File: src/rtl/alu_arbiter.sv
// Two-requester round-robin front end for a shared external combinational ALU.
// Optional macro ALU_ARB_ILLEGAL_CHK_EN turns sel 101/110/111 into error responses.
module alu_arbiter #(
    parameter int NREQ = 2
) (
    input  logic              clk,
    input  logic              rst,
    input  logic [NREQ-1:0]   req_valid,
    output logic [NREQ-1:0]   req_ready,
    input  logic [4*NREQ-1:0] req_A,
    input  logic [4*NREQ-1:0] req_B,
    input  logic [3*NREQ-1:0] req_sel,
    output logic [NREQ-1:0]   rsp_valid,
    input  logic [NREQ-1:0]   rsp_ready,
    output logic [3:0]        rsp_Y,
    output logic              rsp_err,
    output logic [3:0]        alu_A,
    output logic [3:0]        alu_B,
    output logic [2:0]        alu_sel,
    input  logic [3:0]        alu_Y
);

    typedef enum logic [1:0] {
        IDLE,
        EXEC,
        RESP
    } state_t;

    state_t     state;
    logic       owner;
    logic       last_grant;
    logic       grant;
    logic       handshake;
    logic [3:0] a_reg;
    logic [3:0] b_reg;
    logic [2:0] sel_reg;
    logic [3:0] y_reg;

    // On a tie the requester that did not win last time gets the slot.
    always_comb begin
        grant = (req_valid == 2'b11) ? ~last_grant : req_valid[1];
    end

    always_comb begin
        req_ready = '0;
        if (state == IDLE && !rst) begin
            req_ready[grant] = req_valid[grant];
        end
    end

    always_comb begin
        rsp_valid = '0;
        if (state == RESP) begin
            rsp_valid[owner] = 1'b1;
        end
    end

    assign handshake = req_valid[grant] && req_ready[grant];
    assign alu_A     = a_reg;
    assign alu_B     = b_reg;
    assign alu_sel   = sel_reg;
    assign rsp_Y     = y_reg;

`ifdef ALU_ARB_ILLEGAL_CHK_EN
    logic err_reg;
    assign rsp_err = err_reg;
`else
    assign rsp_err = 1'b0;
`endif

    always_ff @(posedge clk) begin
        if (rst) begin
            state      <= IDLE;
            owner      <= 1'b0;
            last_grant <= 1'b1;
            a_reg      <= '0;
            b_reg      <= '0;
            sel_reg    <= '0;
            y_reg      <= '0;
`ifdef ALU_ARB_ILLEGAL_CHK_EN
            err_reg    <= 1'b0;
`endif
        end else begin
            case (state)
                IDLE: begin
                    if (handshake) begin
                        a_reg      <= grant ? req_A[7:4]   : req_A[3:0];
                        b_reg      <= grant ? req_B[7:4]   : req_B[3:0];
                        sel_reg    <= grant ? req_sel[5:3] : req_sel[2:0];
                        owner      <= grant;
                        last_grant <= grant;
                        state      <= EXEC;
                    end
                end
                EXEC: begin
                    // Operands have been stable on the ALU for a full cycle here.
`ifdef ALU_ARB_ILLEGAL_CHK_EN
                    if (sel_reg >= 3'd5) begin
                        y_reg   <= 4'd0;
                        err_reg <= 1'b1;
                    end else begin
                        y_reg   <= alu_Y;
                        err_reg <= 1'b0;
                    end
`else
                    y_reg <= alu_Y;
`endif
                    state <= RESP;
                end
                RESP: begin
                    if (rsp_ready[owner]) begin
                        state <= IDLE;
                    end
                end
                default: state <= IDLE;
            endcase
        end
    end

endmodule

File: config.mk
export PLATFORM = sky130hd
export DESIGN_NAME = alu_arbiter
export DESIGN_NICKNAME = d
export VERILOG_FILES = /design/src/rtl/alu_arbiter.sv
export SDC_FILE = /design/constraint.sdc
export NUM_CORES = 1
export LEC_CHECK = 0
export ABC_CLOCK_PERIOD_IN_PS = 2760
export BUFFER_PORTS_ARGS = -buffer_cell sky130_fd_sc_hd__clkbuf_2
export CAP_MARGIN = 20
export CORE_ASPECT_RATIO = 0.7
export CORE_UTILIZATION = 46
export DETAILED_ROUTE_END_ITERATION = 8
export PLACE_DENSITY = 0.83
export SLEW_MARGIN = 20
export SYNTH_ARGS = -nofsm -noshare
export SYNTH_HDL_FRONTEND = slang
export SYNTH_SLANG_ARGS = --single-unit
File: constraint.sdc
create_clock -name clk -period 2.76 [get_ports clk]
set_input_delay 0.276 -clock clk [delete_from_list [all_inputs] [get_ports clk]]
set_output_delay 0.276 -clock clk [all_outputs]
set_load 0.05 [all_outputs]
==> results of run 1 <==
==> stage by stage <==
stage | hold WS [ps] | setup slack, ps | util
2_1_floorplan | 420 | 878 | -
3_3_place_gp | 463 | 1010 | 0.619
3_5_place_dp | 469 | 994 | 0.619
4_1_cts | 217 | 796 | 0.633
5_1_grt | 236 | 711 | 0.633
6_report | 224 | 799 | 0.633
==> worst max-delay path: cells and delay by family (launching register included) <==
family	cells	cell delay, ps
buffers and inverters	2	550
AND/OR/NAND/NOR	2	440
flip-flops	1	400
==> kinds of logic after synthesis <==
family | count (synthesis) | share of synthesized area
multiplexers | 27 | 0.294
other | 1 | 0.00408
AND/OR/NAND/NOR | 26 | 0.184
buffers and inverters | 6 | 0.0503
flip-flops | 19 | 0.414
AO/OA/AOI/OAI | 6 | 0.0544
==> report_power, final <==
group	internal, W	switching, W	total (W)
logic	0.0000781	0.000159	0.000237
registers	0.000304	0.0000208	0.000325
clock network	0.0000562	0.0000806	0.000137
==> layer usage <==
metal  up-vias  wire length (um)  part of all wire  global-route usage
li1        389                 -                 -                   -
met1       356               756              0.41               0.180
met2        32               947              0.52               0.301
met3         0               129             0.070              0.0594
met4         0                 0                 0              0.0375
met5         -                 0                 0                   0
==> sequential cells by signal (all words and copies together), names as in the netlist <==
signal,count
alu_A,4
alu_B,4
alu_sel,3
last_grant,1
owner,1
rsp_Y,4
state,2
==> how the worst max path moves through the flow <==
stage	startpoint	to	slack (ps)	cells past startpoint
2_1_floorplan	state[1]$_SDFFE_PP0P_	rsp_valid[0]	880	1
6_report	state[1]$_SDFFE_PP0P_	req_ready[0]	800	4
3_3_place_gp	rst	req_ready[0]	1010	5
5_1_grt	state[1]$_SDFFE_PP0P_	req_ready[0]	710	4
4_1_cts	last_grant$_SDFFE_PP1P_	req_ready[1]	800	3
3_5_place_dp	rst	req_ready[0]	990	5
==> cell type report <==
type | instances | share of cell area
repair buffers | 51 | 0.218
well taps | 22 | 0.0232
multi-input cells | 60 | 0.416
flip-flops and latches | 19 | 0.321
clock buffers | 4 | 0.0222
==> synth_stat cells, drive strengths merged <==
library cell  count  area share
buf               4       0.042
and3b             2       0.020
nand3b            1      0.0082
nor2b             1      0.0068
a21boi            1       0.020
conb              1      0.0041
nand2b           12       0.082
dfxtp            19        0.41
mux2i            27        0.29
nand2             1      0.0041
nor2              6       0.024
o21bai            1      0.0082
nor3b             1      0.0082
a21oi             3       0.016
o41ai             1      0.0095
clkbuf            2      0.0082
and3              1      0.0068
nor4              1       0.023
==> flow_metrics.env, run 1 <==
export IMPL_status="complete, no violations"
export IMPL_gr_total_overflow=0
export IMPL_final_cells=156
export IMPL_grt_pass1_wl_mm=2.64
export IMPL_worstMarginPinSlew_ps=577
export IMPL_viasPerCell=4.98
export IMPL_port_buffers=50
export IMPL_cp_max_fo=13
export IMPL_drv_cap=0
export IMPL_avgRoutedWirePerCell_um=11.8
export IMPL_die_area_sq_mm=0.00218
export IMPL_total_power_w=0.000698
export IMPL_timing_rr_end="alu_B[1]$_SDFFE_PP0P_"
export IMPL_critPathLaunchType="register"
export IMPL_fillers=154
export IMPL_ys_seq_elements=19
export IMPL_reg2reg_depth=3
export IMPL_ant_nets=0
export IMPL_hold_buffers=0
export IMPL_nets=167
export IMPL_crit_required_ps=2480
export IMPL_arrival_ps=1680
export IMPL_fin_area_sq_mm=0.00118
export IMPL_cts_tree="done"
export IMPL_ys_types=22
export IMPL_insertion_delay_ps=290
export IMPL_layout_cells_most_common="clkbuf_2"
export IMPL_cts_made_buffers=3
export IMPL_cpMaxStageDelayCell="dfxtp_1"
export IMPL_skew_ps=7.52
export IMPL_rsz0062_at_grt="false"
export IMPL_min_path_type="in -> reg"
export IMPL_cts_root_buf="clkbuf_4"
export IMPL_hold_end="rsp_Y[2]$_SDFFE_PP0N_"
export IMPL_hold_viol=0
export IMPL_path_clk_slew_ps=100
export IMPL_hold_path_depth=3
export IMPL_postCtsSetupRepairBufs=0
export IMPL_slowest_delay_ps=400
export IMPL_vias=777
export IMPL_power_density_mw_per_mm2=589
export IMPL_initial_core_util=0.492
export IMPL_dr_pass1_iters=5
export IMPL_end_kind="output pin"
export IMPL_cts_buffer_depth=2
export IMPL_yosysSeqAreaShare=0.414
export IMPL_crit_chain="nor4_4 -> buf_4 -> nor2b_1 -> clkbuf_2"
export IMPL_ir_drop_mv=0.366
export IMPL_layout_cells_most_common_list="clkbuf_2 (50), mux2i_1 (27), dfxtp_1 (19)"
export IMPL_post_cts_resized=0
export IMPL_yosysWarnings=0
export IMPL_rrSetupSlack_ps=1400
export IMPL_leakagePower_nw=0.598
export IMPL_dp_hpwl_mm=1.41
export IMPL_syn_inst=85
export IMPL_drive_above_1_share=0.425
export IMPL_register_area_sq_um=380
export IMPL_area_growth_pct=28.8
export IMPL_finalCritPeriodShare=0.710
export IMPL_coreArea_sq_mm=0.00187
export IMPL_slew_limit_headroom=0.614
export IMPL_antenna_found_initial=0
export IMPL_min_period_ps=1960
export IMPL_die_w_um=55.4
export IMPL_place_inst=152
export IMPL_grt_total_usage=0.161
export IMPL_place_area_sq_mm=0.00116
export IMPL_setup_violations=0
export IMPL_io_pins=52
export IMPL_antenna_cells=0
export IMPL_drc_errors=0
export IMPL_max_freq_mhz=510
export IMPL_placementRows=13
export IMPL_die_y_um=39.4
export IMPL_h_tree_depth=1
export IMPL_cts_sinks=19
export IMPL_drt_iter0_markers=8
export IMPL_syn_area_sq_um=920
export IMPL_wirelength_mm=1.83
export IMPL_min_from="alu_Y[2]"
export IMPL_syn_area_per_cell_sq_um=10.8
export IMPL_setup_tns_ps=0
export IMPL_grt_max_degree=22
export IMPL_r2r_start="last_grant$_SDFFE_PP1P_"
export IMPL_gp_congestion=0.655
export IMPL_multi_input_area_sq_um=493
export IMPL_grt_pass1_vias=627
export IMPL_critPathKind="reg -> out"
export IMPL_synthesis_nets=117
export IMPL_drv_slew=0
Power figures use the tool's default switching activity.
==> run 2: changes to the inputs <==
Settings changed: ABC_CLOCK_PERIOD_IN_PS 2760 to 1700, CORE_UTILIZATION 46 to 38, PLACE_DENSITY 0.83 to 0.73.
Clock period 2.76 ns to 1.7 ns, I/O delays scaled along.
==> flow_metrics.env, run 2 (same netlist as run 1, synthesis figures left out) <==
export IMPL_layout_cells_most_common="clkbuf_2"
export IMPL_ir_drop_mv=0.461
export IMPL_dp_hpwl_mm=1.44
export IMPL_internal_power_w=0.000737
export IMPL_register_area_sq_um=380
export IMPL_total_power_w=0.00115
export IMPL_timing_final_ws_setup_ps=124
export IMPL_critPathKind="reg -> out"
export IMPL_rsz0062_at_grt="false"
export IMPL_power_density_mw_per_mm2=894
export IMPL_status="complete, no violations"
export IMPL_placementRows=14
export IMPL_fin_util=0.580
export IMPL_antenna_found_initial=0
export IMPL_drv_cap=0
export IMPL_setup_violations=0
export IMPL_coreArea_sq_mm=0.00222
export IMPL_grt_pass1_vias=703
export IMPL_drc_errors=0
export IMPL_end_kind="output pin"
export IMPL_seqPwrFrac=0.457
export IMPL_drt_iter0_markers=27
export IMPL_avgRoutedWirePerCell_um=10.4
export IMPL_slowest_delay_ps=390
export IMPL_path_clk_slew_ps=100
export IMPL_h_tree_depth=1
export IMPL_crit_family="simple AND/OR/NAND/NOR gates"
export IMPL_gp_congestion=0.675
export IMPL_die_area_sq_mm=0.00262
export IMPL_cts_buffer_depth=2
export IMPL_drv_slew=0
export IMPL_hold_viol=0
export IMPL_skew_ps=2.87
export IMPL_min_path_type="in -> reg"
export IMPL_initial_core_util=0.413
export IMPL_die_w_um=60.8
export IMPL_holdWs_ps=113
export IMPL_post_cts_resized=0
export IMPL_vias=787
export IMPL_grt_pass1_wl_mm=3.00
export IMPL_nets=177
export IMPL_p_comb_frac=0.357
export IMPL_setup_tns_ps=0
export IMPL_cpMaxStageDelayCell="dfxtp_1"
export IMPL_max_freq_mhz=634
export IMPL_dr_pass1_iters=4
export IMPL_cts_made_buffers=3
export IMPL_leakagePower_nw=0.656
export IMPL_clockPowerShare=0.186
export IMPL_critPathLaunchType="register"
export IMPL_p_sw_w=0.000417
export IMPL_gr_total_overflow=0
export IMPL_drive_above_1_share=0.472
export IMPL_layout_cells_most_common_list="clkbuf_2 (50), mux2i_1 (27), dfxtp_1 (19)"
export IMPL_multi_input_area_sq_um=498
export IMPL_insertion_delay_ps=280
export IMPL_ant_nets=0
export IMPL_wirelength_mm=1.83
export IMPL_crit_required_ps=1530
export IMPL_grt_max_degree=13
export IMPL_crit_buf_inv=1
export IMPL_cts_tree="done"
export IMPL_cts_sinks=19
export IMPL_min_period_ps=1580
export IMPL_crit_chain="nor4_4 -> nor2b_1 -> clkbuf_2"
export IMPL_area_growth_pct=40.3
export IMPL_arrival_ps=1410
export IMPL_cp_max_fo=7
export IMPL_die_y_um=43.2
export IMPL_viasPerCell=4.47
export IMPL_finalCritPeriodShare=0.927
export IMPL_cts_root_buf="clkbuf_4"
export IMPL_grt_total_usage=0.154
export IMPL_port_buffers=50
export IMPL_fillers=215
export IMPL_antenna_cells=0
export IMPL_io_pins=52
export IMPL_dp_slack_ps=339
export IMPL_swShare=0.361
==> run 2: path summary, 6_finish.rpt <==
| path | from | to | slack [ps] | depth (start not counted) |
|---|---|---|---|---|
| min reg2reg | alu_B[1]$_SDFFE_PP0P_ | alu_B[1]$_SDFFE_PP0P_ | 480 | 2 |
| max reg2reg | last_grant$_SDFFE_PP1P_ | alu_sel[2]$_SDFFE_PP0P_ | 380 | 6 |
| max | state[1]$_SDFFE_PP0P_ | req_ready[0] | 120 | 3 |
| min | alu_Y[2] | rsp_Y[2]$_SDFFE_PP0N_ | 110 | 3 |
==> run 2: per-layer routing <==
metal,global-route usage,part of all wire
met1,0.199,0.45
met2,0.248,0.49
met3,0.0640,0.055
met4,0.0136,0
met5,0,0
==> run 2: tightest hold or removal path, stage by stage <==
cell and delay (ps):
clkbuf_2 70, mux2i_1 50, nor2_1 70
==> run 2: through the flow <==
step | area, sq um | instances
finish | 1290 | 176
global route | 1290 | 176
CTS | 1220 | 168
detailed placement | 1190 | 164
global placement | 1190 | 164
floorplan | 925 | 85
==> run 2: layout make-up <==
class | count | share of cell area
Multi-Input combinational cell | 60 | 0.386
Sequential cell | 19 | 0.295
Timing Repair Buffer | 61 | 0.268
Tap cell | 32 | 0.0310
Clock buffer | 4 | 0.0204
==> run 2: repair_timing <==
| action | 4_1_cts | 5_1_grt |
|---|---|---|
| endpoints found under the setup margin | 0 | 1 |
| setup buffers | 0 | 8 |
| hold buffers | 0 | 0 |
==> run 2: power by group through the flow <==
stage	sequential [W]	clock (W)	combinational, W
2_1_floorplan	0.000672	0	0.000161
3_3_place_gp	0.000536	0	0.000384
3_5_place_dp	0.000538	0	0.000391
4_1_cts	0.000528	0.000232	0.000392
5_1_grt	0.000534	0.000250	0.000441
6_report	0.000527	0.000214	0.000412
